### src/rtl/instruction_sequencer_if.sv
// Control bus between the instruction sequencer and the surrounding datapath
// (instruction register, ALU, register file, program counter).
interface instruction_sequencer_if #(
    parameter int unsigned PC_WIDTH = 13
);
    logic [13:0]         instr_current;
    logic [PC_WIDTH-1:0] pc_next_addr;
    logic                bit_test_res;
    logic                status_z;

    logic [1:0]          q_phase;
    logic [3:0]          alu_op;
    logic                alu_sel_l;
    logic                alu_status_wr_en;
    logic                f_wr_en;
    logic                w_wr_en;
    logic                instr_rd_en;
    logic                instr_flush;
    logic                pc_incr_en;
    logic                pc_j_en;
    logic                pc_ret_en;
    logic [PC_WIDTH-1:0] ret_addr;
    logic                stack_overflow;
    logic                stack_underflow;
    logic                illegal_instr;

    // Datapath side: supplies the instruction and status, consumes controls.
    modport master (
        output instr_current, pc_next_addr, bit_test_res, status_z,
        input  q_phase, alu_op, alu_sel_l, alu_status_wr_en, f_wr_en, w_wr_en,
               instr_rd_en, instr_flush, pc_incr_en, pc_j_en, pc_ret_en, ret_addr,
               stack_overflow, stack_underflow, illegal_instr
    );

    // Sequencer side.
    modport slave (
        input  instr_current, pc_next_addr, bit_test_res, status_z,
        output q_phase, alu_op, alu_sel_l, alu_status_wr_en, f_wr_en, w_wr_en,
               instr_rd_en, instr_flush, pc_incr_en, pc_j_en, pc_ret_en, ret_addr,
               stack_overflow, stack_underflow, illegal_instr
    );
endinterface

### src/rtl/instruction_sequencer.sv
// PIC14 instruction sequencer: 4-Q-cycle control decode, hardware return
// stack (circular, overwrite-on-full) and sticky fault flags.
// ALU op codes: 0 add, 1 sub, 2 and, 3 ior, 4 xor, 5 com, 6 dec, 7 inc,
// 8 rlf, 9 rrf, 10 swap, 11 clr, 12 passw, 13 passlf, 14 bc, 15 bs.
module instruction_sequencer #(
    parameter int unsigned PC_WIDTH    = 13,
    parameter int unsigned STACK_DEPTH = 8
) (
    input  logic                   clk,
    input  logic                   rst,
    instruction_sequencer_if.slave bus
);
    localparam int unsigned SpW  = $clog2(STACK_DEPTH);
    localparam int unsigned CntW = $clog2(STACK_DEPTH + 1);
    localparam logic [SpW-1:0]  SpOne   = SpW'(1);
    localparam logic [CntW-1:0] CntOne  = CntW'(1);
    localparam logic [CntW-1:0] CntFull = CntW'(STACK_DEPTH);

    localparam logic [3:0] AluAdd = 4'd0,  AluSub = 4'd1,  AluAnd = 4'd2,  AluIor = 4'd3;
    localparam logic [3:0] AluXor = 4'd4,  AluCom = 4'd5,  AluDec = 4'd6,  AluInc = 4'd7;
    localparam logic [3:0] AluRlf = 4'd8,  AluRrf = 4'd9,  AluSwap = 4'd10, AluClr = 4'd11;
    localparam logic [3:0] AluPassW = 4'd12, AluPassLf = 4'd13, AluBc = 4'd14, AluBs = 4'd15;

    typedef enum logic [1:0] {StQ0, StQ1, StQ2, StQ3} q_state_e;
    typedef enum logic [2:0] {KindSeq, KindSkip, KindJump, KindCall, KindRet} kind_e;

    q_state_e q_q, q_d;

    logic [13:0] ir;
    logic [3:0]  dec_op;
    logic        dec_sel_l, dec_st, dec_fw, dec_ww, dec_byte, dec_skip_z, dec_legal;
    kind_e       dec_kind;
    logic        skip, push, pop;

    logic [PC_WIDTH-1:0] stack_q [STACK_DEPTH];
    logic [SpW-1:0]      sp_q;
    logic [CntW-1:0]     cnt_q;
    logic                ovf_q, unf_q, ill_q;

    assign ir = bus.instr_current;

    // Q-phase state register.
    always_ff @(posedge clk) begin
        if (rst) q_q <= StQ0;
        else     q_q <= q_d;
    end

    // Q-phase next state: free-running 0..3.
    always_comb begin
        q_d = StQ0;
        unique case (q_q)
            StQ0: q_d = StQ1;
            StQ1: q_d = StQ2;
            StQ2: q_d = StQ3;
            default: q_d = StQ0;
        endcase
    end

    // Instruction decode into ALU/writeback fields and an end-of-slot kind.
    always_comb begin
        dec_op     = AluAdd;
        dec_sel_l  = 1'b0;
        dec_st     = 1'b0;
        dec_fw     = 1'b0;
        dec_ww     = 1'b0;
        dec_byte   = 1'b0;
        dec_skip_z = 1'b0;
        dec_legal  = 1'b1;
        dec_kind   = KindSeq;
        casez (ir)
            14'b00_0000_1???_????: begin dec_op = AluPassW; dec_fw = 1'b1; end
            14'b00_0000_0??0_0000: ;
            14'b00_0000_0000_1000: dec_kind = KindRet;
            14'b00_0001_????_????: begin dec_op = AluClr;  dec_byte = 1'b1; dec_st = 1'b1; end
            14'b00_0010_????_????: begin dec_op = AluSub;  dec_byte = 1'b1; dec_st = 1'b1; end
            14'b00_0011_????_????: begin dec_op = AluDec;  dec_byte = 1'b1; dec_st = 1'b1; end
            14'b00_0100_????_????: begin dec_op = AluIor;  dec_byte = 1'b1; dec_st = 1'b1; end
            14'b00_0101_????_????: begin dec_op = AluAnd;  dec_byte = 1'b1; dec_st = 1'b1; end
            14'b00_0110_????_????: begin dec_op = AluXor;  dec_byte = 1'b1; dec_st = 1'b1; end
            14'b00_0111_????_????: begin dec_op = AluAdd;  dec_byte = 1'b1; dec_st = 1'b1; end
            14'b00_1000_????_????: begin dec_op = AluPassLf; dec_byte = 1'b1; dec_st = 1'b1; end
            14'b00_1001_????_????: begin dec_op = AluCom;  dec_byte = 1'b1; dec_st = 1'b1; end
            14'b00_1010_????_????: begin dec_op = AluInc;  dec_byte = 1'b1; dec_st = 1'b1; end
            14'b00_1011_????_????: begin
                dec_op = AluDec; dec_byte = 1'b1; dec_st = 1'b1;
                dec_kind = KindSkip; dec_skip_z = 1'b1;
            end
            14'b00_1100_????_????: begin dec_op = AluRrf;  dec_byte = 1'b1; dec_st = 1'b1; end
            14'b00_1101_????_????: begin dec_op = AluRlf;  dec_byte = 1'b1; dec_st = 1'b1; end
            14'b00_1110_????_????: begin dec_op = AluSwap; dec_byte = 1'b1; end
            14'b00_1111_????_????: begin
                dec_op = AluInc; dec_byte = 1'b1; dec_st = 1'b1;
                dec_kind = KindSkip; dec_skip_z = 1'b1;
            end
            14'b01_00??_????_????: begin dec_op = AluBc; dec_fw = 1'b1; end
            14'b01_01??_????_????: begin dec_op = AluBs; dec_fw = 1'b1; end
            14'b01_10??_????_????: begin dec_op = AluBc; dec_kind = KindSkip; end
            14'b01_11??_????_????: begin dec_op = AluBs; dec_kind = KindSkip; end
            14'b10_0???_????_????: dec_kind = KindCall;
            14'b10_1???_????_????: dec_kind = KindJump;
            14'b11_00??_????_????: begin dec_op = AluPassLf; dec_sel_l = 1'b1; dec_ww = 1'b1; end
            14'b11_01??_????_????: begin
                dec_op = AluPassLf; dec_sel_l = 1'b1; dec_ww = 1'b1; dec_kind = KindRet;
            end
            14'b11_1000_????_????: begin
                dec_op = AluIor; dec_sel_l = 1'b1; dec_ww = 1'b1; dec_st = 1'b1;
            end
            14'b11_1001_????_????: begin
                dec_op = AluAnd; dec_sel_l = 1'b1; dec_ww = 1'b1; dec_st = 1'b1;
            end
            14'b11_1010_????_????: begin
                dec_op = AluXor; dec_sel_l = 1'b1; dec_ww = 1'b1; dec_st = 1'b1;
            end
            14'b11_110?_????_????: begin
                dec_op = AluSub; dec_sel_l = 1'b1; dec_ww = 1'b1; dec_st = 1'b1;
            end
            14'b11_111?_????_????: begin
                dec_op = AluAdd; dec_sel_l = 1'b1; dec_ww = 1'b1; dec_st = 1'b1;
            end
            default: dec_legal = 1'b0;  // runs as NOP
        endcase
        // Byte-oriented ops route the result by the d bit.
        if (dec_byte) begin
            dec_fw = ir[7];
            dec_ww = ~ir[7];
        end
    end

    assign skip = dec_skip_z ? bus.status_z : bus.bit_test_res;
    assign push = (q_q == StQ3) && (dec_kind == KindCall);
    assign pop  = (q_q == StQ3) && (dec_kind == KindRet);

    // Phase-gated control outputs; everything is 0 unless a decode asserts it.
    always_comb begin
        bus.alu_op           = 4'd0;
        bus.alu_sel_l        = 1'b0;
        bus.alu_status_wr_en = 1'b0;
        bus.f_wr_en          = 1'b0;
        bus.w_wr_en          = 1'b0;
        bus.instr_rd_en      = 1'b0;
        bus.instr_flush      = 1'b0;
        bus.pc_incr_en       = 1'b0;
        bus.pc_j_en          = 1'b0;
        bus.pc_ret_en        = 1'b0;
        if (q_q == StQ2) begin
            bus.alu_op           = dec_op;
            bus.alu_sel_l        = dec_sel_l;
            bus.alu_status_wr_en = dec_st;
            bus.f_wr_en          = dec_fw;
            bus.w_wr_en          = dec_ww;
        end else if (q_q == StQ3) begin
            unique case (dec_kind)
                KindSkip: begin
                    bus.pc_incr_en  = 1'b1;
                    bus.instr_flush = skip;
                    bus.instr_rd_en = ~skip;
                end
                KindJump, KindCall: begin
                    bus.pc_j_en     = 1'b1;
                    bus.instr_flush = 1'b1;
                end
                KindRet: begin
                    bus.pc_ret_en   = 1'b1;
                    bus.instr_flush = 1'b1;
                end
                default: begin
                    bus.instr_rd_en = 1'b1;
                    bus.pc_incr_en  = 1'b1;
                end
            endcase
        end
    end

    // Return stack, depth count and sticky fault flags.
    always_ff @(posedge clk) begin
        if (rst) begin
            sp_q  <= '0;
            cnt_q <= '0;
            ovf_q <= 1'b0;
            unf_q <= 1'b0;
            ill_q <= 1'b0;
            for (int i = 0; i < STACK_DEPTH; i++) stack_q[i] <= '0;
        end else begin
            if (push) begin
                stack_q[sp_q] <= bus.pc_next_addr;
                sp_q          <= sp_q + SpOne;
                if (cnt_q == CntFull) ovf_q <= 1'b1;
                else                  cnt_q <= cnt_q + CntOne;
            end else if (pop) begin
                sp_q <= sp_q - SpOne;
                if (cnt_q == '0) unf_q <= 1'b1;
                else             cnt_q <= cnt_q - CntOne;
            end
            if ((q_q == StQ3) && !dec_legal) ill_q <= 1'b1;
        end
    end

    assign bus.q_phase         = q_q;
    assign bus.ret_addr        = stack_q[sp_q - SpOne];
    assign bus.stack_overflow  = ovf_q;
    assign bus.stack_underflow = unf_q;
    assign bus.illegal_instr   = ill_q;
endmodule

### src/flat_wrapper.sv
// flat-port wrapper written by rule: the top's interface ports become plain ports
module instruction_sequencer_flat 
#(
    parameter int unsigned PC_WIDTH    = 13,
    parameter int unsigned STACK_DEPTH = 8
)
  (clk, rst, bus_instr_current, bus_pc_next_addr, bus_bit_test_res, bus_status_z, bus_q_phase, bus_alu_op, bus_alu_sel_l, bus_alu_status_wr_en, bus_f_wr_en, bus_w_wr_en, bus_instr_rd_en, bus_instr_flush, bus_pc_incr_en, bus_pc_j_en, bus_pc_ret_en, bus_ret_addr, bus_stack_overflow, bus_stack_underflow, bus_illegal_instr);
  instruction_sequencer_if #(.PC_WIDTH(PC_WIDTH)) bus_i ();
  input  logic clk;
  input  logic rst;
  input wire logic [$bits(bus_i.instr_current)-1:0] bus_instr_current;
  input wire logic [$bits(bus_i.pc_next_addr)-1:0] bus_pc_next_addr;
  input wire logic [$bits(bus_i.bit_test_res)-1:0] bus_bit_test_res;
  input wire logic [$bits(bus_i.status_z)-1:0] bus_status_z;
  output wire logic [$bits(bus_i.q_phase)-1:0] bus_q_phase;
  output wire logic [$bits(bus_i.alu_op)-1:0] bus_alu_op;
  output wire logic [$bits(bus_i.alu_sel_l)-1:0] bus_alu_sel_l;
  output wire logic [$bits(bus_i.alu_status_wr_en)-1:0] bus_alu_status_wr_en;
  output wire logic [$bits(bus_i.f_wr_en)-1:0] bus_f_wr_en;
  output wire logic [$bits(bus_i.w_wr_en)-1:0] bus_w_wr_en;
  output wire logic [$bits(bus_i.instr_rd_en)-1:0] bus_instr_rd_en;
  output wire logic [$bits(bus_i.instr_flush)-1:0] bus_instr_flush;
  output wire logic [$bits(bus_i.pc_incr_en)-1:0] bus_pc_incr_en;
  output wire logic [$bits(bus_i.pc_j_en)-1:0] bus_pc_j_en;
  output wire logic [$bits(bus_i.pc_ret_en)-1:0] bus_pc_ret_en;
  output wire logic [$bits(bus_i.ret_addr)-1:0] bus_ret_addr;
  output wire logic [$bits(bus_i.stack_overflow)-1:0] bus_stack_overflow;
  output wire logic [$bits(bus_i.stack_underflow)-1:0] bus_stack_underflow;
  output wire logic [$bits(bus_i.illegal_instr)-1:0] bus_illegal_instr;
  assign bus_i.instr_current = bus_instr_current;
  assign bus_i.pc_next_addr = bus_pc_next_addr;
  assign bus_i.bit_test_res = bus_bit_test_res;
  assign bus_i.status_z = bus_status_z;
  assign bus_q_phase = bus_i.q_phase;
  assign bus_alu_op = bus_i.alu_op;
  assign bus_alu_sel_l = bus_i.alu_sel_l;
  assign bus_alu_status_wr_en = bus_i.alu_status_wr_en;
  assign bus_f_wr_en = bus_i.f_wr_en;
  assign bus_w_wr_en = bus_i.w_wr_en;
  assign bus_instr_rd_en = bus_i.instr_rd_en;
  assign bus_instr_flush = bus_i.instr_flush;
  assign bus_pc_incr_en = bus_i.pc_incr_en;
  assign bus_pc_j_en = bus_i.pc_j_en;
  assign bus_pc_ret_en = bus_i.pc_ret_en;
  assign bus_ret_addr = bus_i.ret_addr;
  assign bus_stack_overflow = bus_i.stack_overflow;
  assign bus_stack_underflow = bus_i.stack_underflow;
  assign bus_illegal_instr = bus_i.illegal_instr;
  instruction_sequencer #(.PC_WIDTH(PC_WIDTH), .STACK_DEPTH(STACK_DEPTH)) u_core (.clk(clk), .rst(rst), .bus(bus_i));
endmodule
### config.mk
export PLATFORM = sky130hd
export DESIGN_NAME = instruction_sequencer_flat
export DESIGN_NICKNAME = d
export VERILOG_FILES = /design/src/rtl/instruction_sequencer_if.sv /design/src/rtl/instruction_sequencer.sv /design/src/flat_wrapper.sv
export SDC_FILE = /design/constraint.sdc
export NUM_CORES = 1
export LEC_CHECK = 0
export BUFFER_PORTS_ARGS = -buffer_cell sky130_fd_sc_hd__buf_2
export CORE_ASPECT_RATIO = 1.1
export CORE_MARGIN = 5
export CORE_UTILIZATION = 35
export DETAILED_ROUTE_END_ITERATION = 6
export PLACE_DENSITY_LB_ADDON = 0.3
export SLEW_MARGIN = 20
export SYNTH_ARGS = -nofsm -noshare
export SYNTH_HDL_FRONTEND = slang
export SYNTH_SLANG_ARGS = --single-unit
### constraint.sdc
create_clock -name clk -period 7.7 [get_ports clk]
set_input_delay 1.155 -clock clk [delete_from_list [all_inputs] [get_ports clk]]
set_output_delay 1.155 -clock clk [all_outputs]
set_load 0.05 [all_outputs]
==> results.ini <==
[global_route]
grt_max_degree=34
grt_pass1_wl_um=22000
grt_remaining_overflow=0
track_usage_pct=14.4
antenna_found_initial=0
grt_pass1_vias=3998

[worst_setup_path]
critPathMaxFanout=23
worstPathArrival_ns=3.13
crit_buf_inv=2
worstSetupPathType=in2out
cpPeakStageDelay_ns=0.45
slowest_stage=o41ai_1
crit_family=compound AO/OA/AOI/OAI gates
cp-start-kind=input port
cp_cell_sequence=buf_2, nor2_1, o21ai_0, o41ai_1, o41ai_1, a2111oi_0, buf_2
cp-end-kind=output pin
startpoint=bus_instr_current[13]
reg2reg_from=u_core.bus.q_phase[1]
crit_required_ns=6.55

[logic_synthesis]
synth_cell_type_count=51
syn_inst=468
syn_avg_cell_area_sq_um=12.8
yosys-top-cells-count=105 x and2_1, 104 x edfxtp_1, 30 x nor2_1
synthTopCellsByArea=edfxtp_1 52%, and2_1 11%, mux4_2 9.7%
seq_area_frac_synth_pct=56.0
synth_seq_cells=116
synth_fp_nets=506
synth_flop_cell=edfxtp_1
yosysMostFrequentCell=and2_1
synth_area_leader_cell=edfxtp_1
ys.warnings.count=0
async_flop_share_pct=0
synth_top_area_share_pct=52.0
netlist_area_sq_mm=0.00601
synth-edff-count=104

[placement]
dp_hpwl_um=8670
io_buffers=61
dp_slack_ns=3.44
gp_congestion=0.802

[flow_run]
drv_cap=0

[power_and_ir_drop]
sw_frac_of_total_pct=25.5
seq_power_share_pct=43.0
intPower_uw=1240
power_uw=1670
switching_power_uw=425
ir_drop_mv=0.135
pwr-share-clk_pct=44.7
power.share.combinational_pct=12.3
power_density_mw_per_mm2=234
leakagePower_uw=0.00271

[floorplan]
ios=62
core_sq_mm=0.0170
fp.dieW_um=135
die_h_um=147
start_util_pct=35.4
rows=50
dieArea_sq_mm=0.0199

[clock_network]
numCtsBuffers=17
h-tree-depth=4
numClockSinks=116
clk_latency_ns=0.40
cts_tree=done
clkTransAtPathRegs_ns=0.05
cts-hold-fix-buffers=0
cts_buffer_depth=2
cts_resized=0
cts-root-buf=clkbuf_16
cts_setup_buffers=0

[routing]
firstDrtPassIters=4
routed_wl_um=14000
ant_nets=0
post_drt_wl_per_cell_um=18.1
viasPerCell=5.07
drc_errors=0
drt_iter0_drc=245
vias=3918

[timing]
fin_crit_sh_pct=55.6
setup_ws_ns=3.42
relSlewSlack_pct=26.1
skew_ns=0.00910
fin_crit_ns=4.28
hold_viol=0
tightest_slew_ns=1.10
tns_ns=0
finalSetupViolCount=0
clock.fmax_mhz=234
slew_viol_final=0
rsz0062_at_grt=no

[hold_path]
hold_start=u_core.bus.illegal_instr
hold_path.class=reg2reg

[finish]
drive_above_1_share_pct=29.3
syn_to_final_growth_pct=18.6
layout.nets=565
fillCellCount=1580
insertedDiodeCount=0
final_core_util_pct=42.0

[status]
status=finished, final reports clean

-- power groups by stage --
stage,logic [uW],registers (uW),clock network (uW)
final,205,716,745
after global routing,221,718,786
after CTS,208,716,758
after detailed placement,207,729,0
after global placement,205,727,0
after floorplan,137,738,0
-- layer usage --
metal,part of all wire [%],GRT usage (%)
met4,1.4,5.35
met2,52,25.4
met1,42,17.2
met3,4.3,3.13
met5,0,0
-- path summary, 6_finish.rpt --
check / slack, ns / cells after the start / end
worst max-delay path: 3.42 / 7 / bus_alu_op[0]
worst min-delay path: 0.46 / 2 / u_core.bus.illegal_instr
worst min register to register: 0.46 / 2 / u_core.bus.illegal_instr
worst max register to register: 4.66 / 6 / u_core.stack_q[1][1]
-- kinds of logic (layout without fill, tap and decap cells) --
kind of cell	count (synthesis)	after routing	synth area share, %
flops	116	116	56.0
compound gates	58	58	7.29
fa+ha+maj	7	7	1.46
mux	42	42	12.7
simple gates	202	202	19.4
buf+inv	39	110	2.56
xor+xnor	4	4	0.583
-- layout by cell type (no fill, tap or decap), types with 8 or more instances in the layout --
| cell | instances |
|---|---|
| nor2_1 | 30 |
| and2_1 | 105 |
| nand2_1 | 11 |
| a21oi_1 | 12 |
| buf_4 | 9 |
| nor3_1 | 15 |
| mux2_2 | 13 |
| or2_2 | 11 |
| buf_2 | 61 |
| mux4_2 | 26 |
| dfxtp_1 | 11 |
| clkbuf_16 | 17 |
| edfxtp_1 | 104 |
| o21ai_0 | 8 |
-- worst register-to-register path, cell delays in order, from the launching register on --
cell and delay, ns:
dfxtp_1 0.38, ha_1 0.29, nor4bb_1 0.27, buf_4 0.23, nand2_1 0.12, nor2_1 0.90, or2_2 0.52
-- state kept, by name, indices dropped and copies added (netlist names) --
name / flops
u_core.bus.illegal_instr: 1
u_core.bus.q_phase: 2
u_core.bus.stack_overflow: 1
u_core.bus.stack_underflow: 1
u_core.cnt_q: 4
u_core.sp_q: 3
u_core.stack_q: 104
-- cell type report --
| type | count | area (sq um) | area share [%] |
|---|---|---|---|
| Multi-Input combinational cell | 313 | 2490 | 35.0 |
| Tap cell | 234 | 293 | 4.11 |
| Clock buffer | 17 | 425 | 5.97 |
| Sequential cell | 116 | 3360 | 47.2 |
| Inverter | 9 | 33.8 | 0.474 |
| Timing Repair Buffer | 70 | 373 | 5.24 |
| Clock inverter | 14 | 138 | 1.93 |
-- metrics by stage --
stage,hold slack [ns],area (sq um),cells
floorplan,0.502,6010,468
global placement,0.451,6560,742
detailed placement,0.448,6560,742
CTS,0.456,7120,773
global route,0.469,7120,773
finish,0.457,7120,773
Note: power is estimated with default switching activity, not from simulation.
